[src/rtl/led_seq_pkg.sv]
// Shared types and helpers for the RGB LED sequencer: mode encodings,
// the colour-to-channel mask table and the per-mode brightness curve.
package led_seq_pkg;

  localparam int NUM_COLOURS = 7;
  localparam int PWM_BITS    = 8;

  typedef enum logic [2:0] {
    MODE_OFF     = 3'd0,
    MODE_SOLID   = 3'd1,
    MODE_BLINK   = 3'd2,
    MODE_BREATHE = 3'd3,
    MODE_CYCLE   = 3'd4
  } mode_e;

  typedef logic [2:0]          colour_t;
  typedef logic [2:0]          rgb_mask_t;
  typedef logic [PWM_BITS-1:0] level_t;

  // Entry order is colour index 6 down to 0; each entry is {r,g,b}.
  localparam logic [NUM_COLOURS-1:0][2:0] COLOUR_MASK = {
    3'b111,  // 6 RGB
    3'b101,  // 5 RB
    3'b011,  // 4 GB
    3'b110,  // 3 RG
    3'b001,  // 2 B
    3'b010,  // 1 G
    3'b100   // 0 R
  };

  function automatic mode_e next_mode(input mode_e m);
    case (m)
      MODE_OFF:     return MODE_SOLID;
      MODE_SOLID:   return MODE_BLINK;
      MODE_BLINK:   return MODE_BREATHE;
      MODE_BREATHE: return MODE_CYCLE;
      default:      return MODE_OFF;
    endcase
  endfunction

  function automatic colour_t next_colour(input colour_t c);
    return (c == colour_t'(NUM_COLOURS - 1)) ? colour_t'(0) : c + colour_t'(1);
  endfunction

  function automatic rgb_mask_t colour_mask(input colour_t c);
    if (c < colour_t'(NUM_COLOURS)) return COLOUR_MASK[c];
    return '0;
  endfunction

  // Breathe is a triangle over one phase period: ramps up in the first half,
  // down in the second, stepping by 2 so the peak reaches 254.
  function automatic level_t mode_level(input mode_e m, input logic [7:0] phase);
    case (m)
      MODE_SOLID:   return 8'hFF;
      MODE_BLINK:   return phase[7] ? 8'h00 : 8'hFF;
      MODE_BREATHE: return phase[7] ? {~phase[6:0], 1'b0} : {phase[6:0], 1'b0};
      MODE_CYCLE:   return 8'hFF;
      default:      return 8'h00;
    endcase
  endfunction

endpackage

[src/rtl/btn_debounce.sv]
// One button input: 2-FF synchroniser, stability-counter debouncer and a
// single-cycle press pulse on an accepted 0->1 transition.
module btn_debounce #(
  parameter int DEBOUNCE_CYCLES = 120000
) (
  input  logic sysclk,
  input  logic rst_n,
  input  logic btn_raw,
  output logic press
);

  localparam int CNT_W = (DEBOUNCE_CYCLES > 1) ? $clog2(DEBOUNCE_CYCLES) : 1;
  localparam logic [CNT_W-1:0] CNT_MAX = CNT_W'(DEBOUNCE_CYCLES - 1);

  logic             sync_meta;
  logic             sync_q;
  logic             stable;
  logic [CNT_W-1:0] cnt;
  logic             accept;

  always_ff @(posedge sysclk or negedge rst_n) begin
    if (!rst_n) begin
      sync_meta <= 1'b0;
      sync_q    <= 1'b0;
    end else begin
      sync_meta <= btn_raw;
      sync_q    <= sync_meta;
    end
  end

  assign accept = (sync_q != stable) && (cnt == CNT_MAX);

  // Any cycle where the synchronised input agrees with the accepted level
  // restarts the count, so only an uninterrupted run gets through.
  always_ff @(posedge sysclk or negedge rst_n) begin
    if (!rst_n) begin
      stable <= 1'b0;
      cnt    <= '0;
    end else if (sync_q == stable) begin
      cnt <= '0;
    end else if (accept) begin
      stable <= sync_q;
      cnt    <= '0;
    end else begin
      cnt <= cnt + 1'b1;
    end
  end

  assign press = accept & sync_q;

endmodule

[src/rtl/rgb_led_sequencer.sv]
// Button-driven RGB LED sequencer: mode FSM, colour selector, animation
// phase timer and 8-bit per-channel PWM with registered active-low pins.
module rgb_led_sequencer
  import led_seq_pkg::*;
#(
  parameter int DEBOUNCE_CYCLES = 120000,
  parameter int STEP_CYCLES     = 46875
) (
  input  logic       sysclk,
  input  logic       rst_n,
  input  logic [1:0] btn,
  output logic [1:0] led,
  output logic       led0_r,
  output logic       led0_g,
  output logic       led0_b
);

  localparam int STEP_W = (STEP_CYCLES > 1) ? $clog2(STEP_CYCLES) : 1;
  localparam logic [STEP_W-1:0] STEP_MAX = STEP_W'(STEP_CYCLES - 1);

  mode_e               mode;
  colour_t             colour;
  logic [7:0]          phase;
  logic [STEP_W-1:0]   step_cnt;
  logic [PWM_BITS-1:0] pwm_cnt;

  logic      mode_press;
  logic      colour_press;
  logic      step_tick;
  logic      phase_wrap;
  logic      auto_advance;
  level_t    level;
  rgb_mask_t mask;
  level_t    duty_r;
  level_t    duty_g;
  level_t    duty_b;
  logic      lit_r;
  logic      lit_g;
  logic      lit_b;

  btn_debounce #(.DEBOUNCE_CYCLES(DEBOUNCE_CYCLES)) u_mode_btn (
    .sysclk  (sysclk),
    .rst_n   (rst_n),
    .btn_raw (btn[1]),
    .press   (mode_press)
  );

  btn_debounce #(.DEBOUNCE_CYCLES(DEBOUNCE_CYCLES)) u_colour_btn (
    .sysclk  (sysclk),
    .rst_n   (rst_n),
    .btn_raw (btn[0]),
    .press   (colour_press)
  );

  // The animation clock is parked in OFF so the heartbeat stays dark.
  assign step_tick    = (mode != MODE_OFF) && (step_cnt == STEP_MAX);
  assign phase_wrap   = step_tick && (phase == 8'hFF);
  assign auto_advance = (mode == MODE_CYCLE) && phase_wrap && !mode_press;

  always_ff @(posedge sysclk or negedge rst_n) begin
    if (!rst_n) begin
      mode     <= MODE_OFF;
      colour   <= '0;
      phase    <= '0;
      step_cnt <= '0;
    end else begin
      if (mode_press) begin
        mode     <= next_mode(mode);
        phase    <= '0;
        step_cnt <= '0;
      end else if (mode != MODE_OFF) begin
        step_cnt <= step_tick ? '0 : step_cnt + 1'b1;
        if (step_tick) phase <= phase + 8'd1;
      end
      // A manual press coinciding with the CYCLE auto-advance moves one step only.
      if (colour_press || auto_advance) colour <= next_colour(colour);
    end
  end

  assign level  = mode_level(mode, phase);
  assign mask   = colour_mask(colour);
  assign duty_r = mask[2] ? level : '0;
  assign duty_g = mask[1] ? level : '0;
  assign duty_b = mask[0] ? level : '0;
  assign lit_r  = duty_r > pwm_cnt;
  assign lit_g  = duty_g > pwm_cnt;
  assign lit_b  = duty_b > pwm_cnt;

  always_ff @(posedge sysclk or negedge rst_n) begin
    if (!rst_n) begin
      pwm_cnt <= '0;
      led     <= 2'b00;
      led0_r  <= 1'b1;
      led0_g  <= 1'b1;
      led0_b  <= 1'b1;
    end else begin
      pwm_cnt <= pwm_cnt + 1'b1;
      led     <= {mode != MODE_OFF, phase[7]};
      led0_r  <= ~lit_r;
      led0_g  <= ~lit_g;
      led0_b  <= ~lit_b;
    end
  end

endmodule

[config.mk]
export PLATFORM = sky130hd
export DESIGN_NAME = rgb_led_sequencer
export DESIGN_NICKNAME = d
export VERILOG_FILES = /design/src/rtl/led_seq_pkg.sv /design/src/rtl/btn_debounce.sv /design/src/rtl/rgb_led_sequencer.sv
export SDC_FILE = /design/constraint.sdc
export NUM_CORES = 1
export LEC_CHECK = 0
export ABC_AREA = 1
export BUFFER_PORTS_ARGS = -buffer_cell sky130_fd_sc_hd__buf_2
export CORE_ASPECT_RATIO = 0.5
export CORE_UTILIZATION = 66
export CTS_BUF_LIST = sky130_fd_sc_hd__clkbuf_4
export CTS_CLUSTER_DIAMETER = 40
export DETAILED_ROUTE_END_ITERATION = 7
export GPL_ROUTABILITY_DRIVEN = 0
export PLACE_DENSITY = 0.8
export SYNTH_ARGS = -nofsm -noshare
export SYNTH_HDL_FRONTEND = slang
export SYNTH_SLANG_ARGS = --single-unit
export TNS_END_PERCENT = 50
[constraint.sdc]
create_clock -name sysclk -period 2.54 [get_ports sysclk]
set_input_delay 0.635 -clock sysclk [delete_from_list [all_inputs] [get_ports sysclk]]
set_output_delay 0.635 -clock sysclk [all_outputs]
set_load 0.02 [all_outputs]
==> results.json, run 1 <==
{
  "r2r-start": "colour[0]",
  "clock_sinks": 83,
  "dp_hpwl_um": 7570,
  "criticalPathCategory": "reg2reg",
  "cts_buffers": 9,
  "period_share_pct": 90.2,
  "drt-initial-drc-count": 297,
  "crit_buf_inv": 3,
  "ant_nets": 0,
  "worst_pin_slew_ps": 581,
  "first_pass_iters": 5,
  "cp-endpoint": "led0_r",
  "synthFlopType": "dfrtp_1",
  "critical_path.top_delay_family": "adder cells",
  "final_max_slew_viol_count": 0,
  "antenna_found_initial": 0,
  "cts_hold_buf": 0,
  "worstRegToRegCells": 13,
  "layout_min_cycle_time_ps": 2290,
  "grt_usage_pct": 27.0,
  "initial_core_util_pct": 69.1,
  "vdd_drop_max_uv": 290,
  "critPathCaptureType": "flop",
  "drv_cap": 0,
  "hp-class": "in2async",
  "synth-edff-count": 0,
  "vias_per_cell": 5.53,
  "yosys-top-cells-count": "nand2_1, nor2_1, inv_1, dfrtp_1, nand3_1",
  "synth_cell_types": 37,
  "outcome": "complete, no violations",
  "netlist_instances": 672,
  "cp_cell_sequence": "inv_1 > ha_1 > nor2_1 > a31oi_2 > inv_1 > nand2_1 > inv_1 > ha_1 > nand2_1 > nor2_1 > nand2_1 > o211ai_1 > o21ai_0",
  "drcViolationCount": 0,
  "multi_input_area_sq_mm": 0.00268,
  "hold_viol": 0,
  "fmaxAchievable_mhz": 437,
  "synth_top_area_share_pct": 39.0,
  "clock_path_buffers": 2,
  "design.portCount": 9,
  "num-fill-cells": 600,
  "synthTopCellsByArea": "dfrtp_1, nand2_1, ha_1, nor2_1, inv_1",
  "synth_area_sq_mm": 0.00513,
  "synth_top_area_cell": "dfrtp_1",
  "cts_setup_buffers": 0,
  "antennaDiodeCount": 0,
  "yosysWarnings": 0,
  "tritoncts": "done",
  "ys_seq_elements": 83,
  "std_cell_rows": 22,
  "leakage_nw": 2.63,
  "cp.arrival_ps": 2650,
  "place_area_sq_mm": 0.00530,
  "final_cells": 787,
  "final_layout_size_suffix_gt1_share_pct": 6.22,
  "cp.depth": 13,
  "fin_util_pct": 73.4,
  "nNetsFinal": 726,
  "required_ps": 2900,
  "area_growth_pct": 6.31,
  "r2r_end": "led0_r",
  "synth_seq_area_share_pct": 40.5,
  "reg2reg_slack_ps": 250,
  "avgSynthCellArea_sq_um": 7.64,
  "io_buffers": 8,
  "cts-root-buf": "clkbuf_4",
  "setup_violations": 0,
  "crit_path_top_delay_cell": "dfrtp_1",
  "wl_per_cell_um": 12.9,
  "grt_pass1_wl_um": 17400,
  "synth_nets": 711,
  "rsz0062_at_grt": "false",
  "async_flop_share_pct": 100,
  "drt_wl_total_um": 10100,
  "die_w_um": 127,
  "grt_max_degree": 47,
  "setup_tns_ps": 0,
  "core_area_sq_mm": 0.00743,
  "clkSlewWorstSetupHoldPaths_ps": 120,
  "critical_path.max_stage_delay_ps": 440,
  "grt_pass1_vias": 4012,
  "grt.overflow.total": 0,
  "dr_total_vias": 4351,
  "crit_start": "colour[0]",
  "dp_cells": 772,
  "slew_headroom_pct": 61.0,
  "clk_latency_ps": 430,
  "yosysMostFrequentCell": "nand2_1",
  "ctsResizeCount": 0,
  "cts_max_level": 3,
  "critPathMaxFanout": 7,
  "power.density_mw_per_mm2": 412,
  "dieArea_sq_mm": 0.00816,
  "final_cell_area_sq_mm": 0.00546,
  "cp-start-kind": "flop",
  "clock-skew-final_ps": 9.43,
  "die_h_um": 64.4,
  "seq_area_sq_mm": 0.00208
}
==> sequential cells by signal, indices dropped and copies added (netlist names) <==
name,flops
u_colour_btn.sync_q,1
colour,3
u_colour_btn.sync_meta,1
u_mode_btn.stable,1
mode,3
u_mode_btn.cnt,17
u_colour_btn.cnt,17
led0_r,1
u_mode_btn.sync_meta,1
u_colour_btn.stable,1
led0_b,1
led,2
led0_g,1
pwm_cnt,8
step_cnt,16
u_mode_btn.sync_q,1
phase,8
==> cell usage in the layout, fill, tap and decap left out, types with 5 or more instances in the layout <==
cell      instances
a21oi_1          31
buf_2             7
clkbuf_4         10
dfrtp_1          80
ha_1             35
inv_1            90
nand2_1         121
nand3_1          51
nand3b_1          5
nand4_1          11
nor2_1          109
nor3_1           24
o21ai_0          33
o21ai_1           5
xnor2_1          11
xor2_1           24
==> kinds of logic after synthesis <==
group	share of synthesized area, %
flip-flops	40.5
buffers and inverters	7.46
XOR/XNOR	6.29
AO/OA/AOI/OAI	8.92
adder cells (fa/ha/maj)	8.53
AND/OR/NAND/NOR	28.3
==> final cells by class <==
cell class                 count  area share [%]
clock buffer                  10            1.38
multi-input combinational    490            49.0
inverter                      91            6.26
clock inverter                 5            1.44
tap                           96            2.20
sequential                    83            38.1
timing repair buffer          12            1.56
==> layer usage <==
metal,GRT usage [%],vias up,routed length [um]
met1,35.7,2027,5060
li1,-,2214,-
met5,0,-,0
met3,6.03,17,451
met4,7.89,0,124
met2,44.8,93,4490
==> worst reg2reg max path: stages (launching register included) <==
cell	delay (ps)
dfrtp_1	440
inv_1	120
ha_1	290
nor2_1	40
a31oi_2	330
inv_1	100
nand2_1	80
inv_1	40
ha_1	300
nand2_1	80
nor2_1	150
nand2_1	70
o211ai_1	80
o21ai_0	100
==> metrics by stage <==
step	total power [mW]	hold WS [ps]	setup WS (ps)
after floorplan	1.39	331	431
after global placement	1.43	335	221
after detailed placement	1.43	341	152
after CTS	2.27	191	125
after global routing	2.33	209	75.1
final	2.25	192	250
==> worst min path at each step <==
stage / slack (ps) / endpoint / depth (start not counted) / startpoint
6_report: 190 / u_colour_btn.cnt[9] / 1 / rst_n
5_1_grt: 210 / u_colour_btn.cnt[14] / 1 / rst_n
3_3_place_gp: 340 / u_colour_btn.sync_q / 0 / u_colour_btn.sync_meta
4_1_cts: 190 / step_cnt[12] / 1 / rst_n
2_1_floorplan: 330 / u_colour_btn.sync_q / 0 / u_colour_btn.sync_meta
3_5_place_dp: 340 / u_colour_btn.sync_q / 0 / u_colour_btn.sync_meta
==> where the power goes <==
group / total (mW) / switching [mW] / leakage [nW] / internal (mW)
combinational: 0.0656 / 0.0455 / 1.44 / 0.0201
clock: 0.841 / 0.439 / 0.0761 / 0.402
sequential: 1.34 / 0.00784 / 1.12 / 1.33
Note: power is estimated with default switching activity, not from simulation.
==> inputs of run 2 (changes only) <==
- ABC_AREA: 1 -> 0
- CORE_UTILIZATION: 66 -> 65
- PLACE_DENSITY: 0.8 -> 0.79
==> run 2 against run 1 <==
Net effect: combinational power is 14% lower; cell area shrank 3.0%; clock-buffer cell count unchanged; sequential share of layout area rose by 1.2 points; routed wire length decreased by 7.5%; global-route usage is 0.81 points lower; clock skew increased by 2.6 ps; utilization fell by 1.7 points; worst setup slack better by 15 ps; total power shrank 8.5%; first-iteration DRC count fell by 47%.
==> results.json, run 2 <==
{
  "outcome": "complete, no violations",
  "met3_usage_pct": 6.53,
  "synthTopCellsByArea": "dfrtp_1, ha_1, nor2_1, xnor2_1, xor2_1",
  "final_layout_size_suffix_gt1_share_pct": 10.3,
  "clock-skew-final_ps": 12.1,
  "combPwrFrac_pct": 2.7,
  "dieArea_sq_mm": 0.00807,
  "hp-class": "in2async",
  "cts-root-buf": "clkbuf_4",
  "synth_cell_types": 58,
  "reg2reg_slack_ps": 260,
  "yosysMostFrequentCell": "dfrtp_1",
  "final_cell_area_sq_mm": 0.00529,
  "area_growth_pct": 5.85,
  "drt-initial-drc-count": 156,
  "r2r_end": "step_cnt[15]",
  "synth_area_sq_mm": 0.00500,
  "synth_top_area_cell": "dfrtp_1",
  "layout_setup_ws_ps": 265,
  "yosys-top-cells-count": "dfrtp_1, nor2_1, nand2_1, ha_1, xnor2_1",
  "swShare_pct": 24.6,
  "synth_seq_area_share_pct": 41.6,
  "clock_path_buffers": 2,
  "cts_setup_buffers": 0,
  "grt_pass1_vias": 3564,
  "cp.arrival_ps": 2610,
  "leakage_nw": 2.34,
  "gr-max-usage-layer": "met2",
  "netlist_instances": 532,
  "worstRegToRegCells": 7,
  "setup_violations": 0,
  "p_int_mw": 1.55,
  "async_flop_share_pct": 100,
  "grt_usage_pct": 26.2,
  "ys_seq_elements": 83,
  "cts_hold_buf": 0,
  "cts_max_level": 3,
  "core_area_sq_mm": 0.00738,
  "drt_wl_total_um": 9360,
  "required_ps": 2880,
  "antenna_found_initial": 0,
  "ctsResizeCount": 0,
  "power.density_mw_per_mm2": 388,
  "design.portCount": 9,
  "std_cell_rows": 22,
  "reg_top3": "u_colour_btn.cnt (17), u_mode_btn.cnt (17), step_cnt (16)",
  "final_cell_mix": "nor2_1, dfrtp_1, nand2_1, ha_1, xnor2_1",
  "hold_viol": 0,
  "io_buffers": 8,
  "layout_min_cycle_time_ps": 2280,
  "place_ws_ps": 250,
  "avgSynthCellArea_sq_um": 9.40,
  "rsz0062_at_grt": "false",
  "fmaxAchievable_mhz": 440,
  "yosysWarnings": 0,
  "nNetsFinal": 588,
  "criticalPathCategory": "reg2reg",
  "dp_hpwl_um": 6910,
  "slew_headroom_pct": 51.5,
  "antennaDiodeCount": 0,
  "setup_tns_ps": 0,
  "worst_pin_slew_ps": 725,
  "period_share_pct": 89.6,
  "fin_util_pct": 71.8,
  "p_switching_uw": 506,
  "ant_nets": 0,
  "clock_sinks": 83,
  "critPathMaxFanout": 12,
  "drv_cap": 0,
  "synth_top_area_share_pct": 40.0,
  "clk_latency_ps": 450,
  "grt_pass1_wl_um": 16600,
  "grt.overflow.total": 0,
  "tritoncts": "done",
  "vias_per_cell": 5.77,
  "clkSlewWorstSetupHoldPaths_ps": 130,
  "grt_max_degree": 46,
  "die_h_um": 64.0,
  "final_cells": 650,
  "synth-edff-count": 0,
  "cp-start-kind": "flop",
  "dp_cells": 634,
  "initial_core_util_pct": 67.8,
  "drcViolationCount": 0,
  "vdd_drop_max_uv": 230,
  "synthFlopType": "dfrtp_1",
  "die_w_um": 126,
  "place_area_sq_mm": 0.00518,
  "critPathCaptureType": "flop",
  "first_pass_iters": 4,
  "seqPwrFrac_pct": 65.3,
  "dr_total_vias": 3751,
  "final_max_slew_viol_count": 0,
  "r2r-start": "step_cnt[0]",
  "gr-usage-met2_pct": 41.3,
  "clkPwrFrac_pct": 32.0,
  "synth_nets": 571,
  "cts_buffers": 9,
  "wl_per_cell_um": 14.4,
  "grt_util_met1_pct": 36.1
}
[run 2: changes by cell type in the layout (fill, tap and decap cells not counted), moves of 7 or more]
cell	delta
a31oi_1	+10
and3_1	+13
and4_1	+8
buf_4	+7
inv_1	-69
nand2_1	-83
nand2b_1	+8
nand3_1	-32
nand4_1	+8
nor2_1	-31
nor2b_1	+9
nor3_1	-15
o21ai_0	-15
xnor2_1	+17
[run 2: cell type report]
cell class              count  area, sq um
multi-input cells         415         2770
well taps                  96          120
flip-flops and latches     83         2080
fillers                   592         2080
repair buffers             19          138
clock buffers              10         75.1
inverters                  21         78.8
clock inverters             6         32.5
[run 2: routing by layer]
layer / part of all wire (%) / wire length, um / up-vias
met3: 2.7 / 251 / 10
li1: - / - / 1916
met4: 1.0 / 95 / 0
met1: 52 / 4860 / 1794
met5: 0 / 0 / -
met2: 44 / 4150 / 31
[run 2: cells by family after synthesis]
kind of cell,synth area share (%)
AO/OA/AOI/OAI,8.06
XOR/XNOR,8.93
adder cells (fa/ha/maj),8.76
buffers and inverters,3.13
flip-flops,41.6
multiplexers,1.75
AND/OR/NAND/NOR,27.8
[run 2: critical path, stage by stage (launching register included)]
cell and delay [ps]:
dfrtp_1 450, inv_1 80, ha_1 150, or4b_1 490
nor4_4 400, nor2_1 260, a31oi_1 240, mux2i_1 90
[run 2: how the worst max path moves through the flow]
stage                        start            to  slack [ps]  cells after the start
6_report               step_cnt[0]  step_cnt[15]         260                      7
5_1_grt                  colour[0]        led0_r          50                     12
4_1_cts                  colour[0]        led0_r         210                     12
3_5_place_dp             colour[0]        led0_r         250                     12
3_3_place_gp   u_colour_btn.cnt[0]     colour[0]         300                      6
2_1_floorplan             phase[7]        led0_b         260                     12
[run 2: through the flow]
step           hold slack, ps  power, mW
3_3_place_gp              337       1.42
5_1_grt                   182       2.15
4_1_cts                   160       2.08
3_5_place_dp              335       1.43
6_report                  164       2.06
2_1_floorplan             331       1.39
[run 2: power by group through the flow]
stage	clock network [mW]	registers, mW	logic, mW
global placement	0	1.37	0.0585
detailed placement	0	1.37	0.0596
CTS	0.680	1.34	0.0600
floorplan	0	1.36	0.0207
finish	0.658	1.34	0.0565
global route	0.740	1.34	0.0675
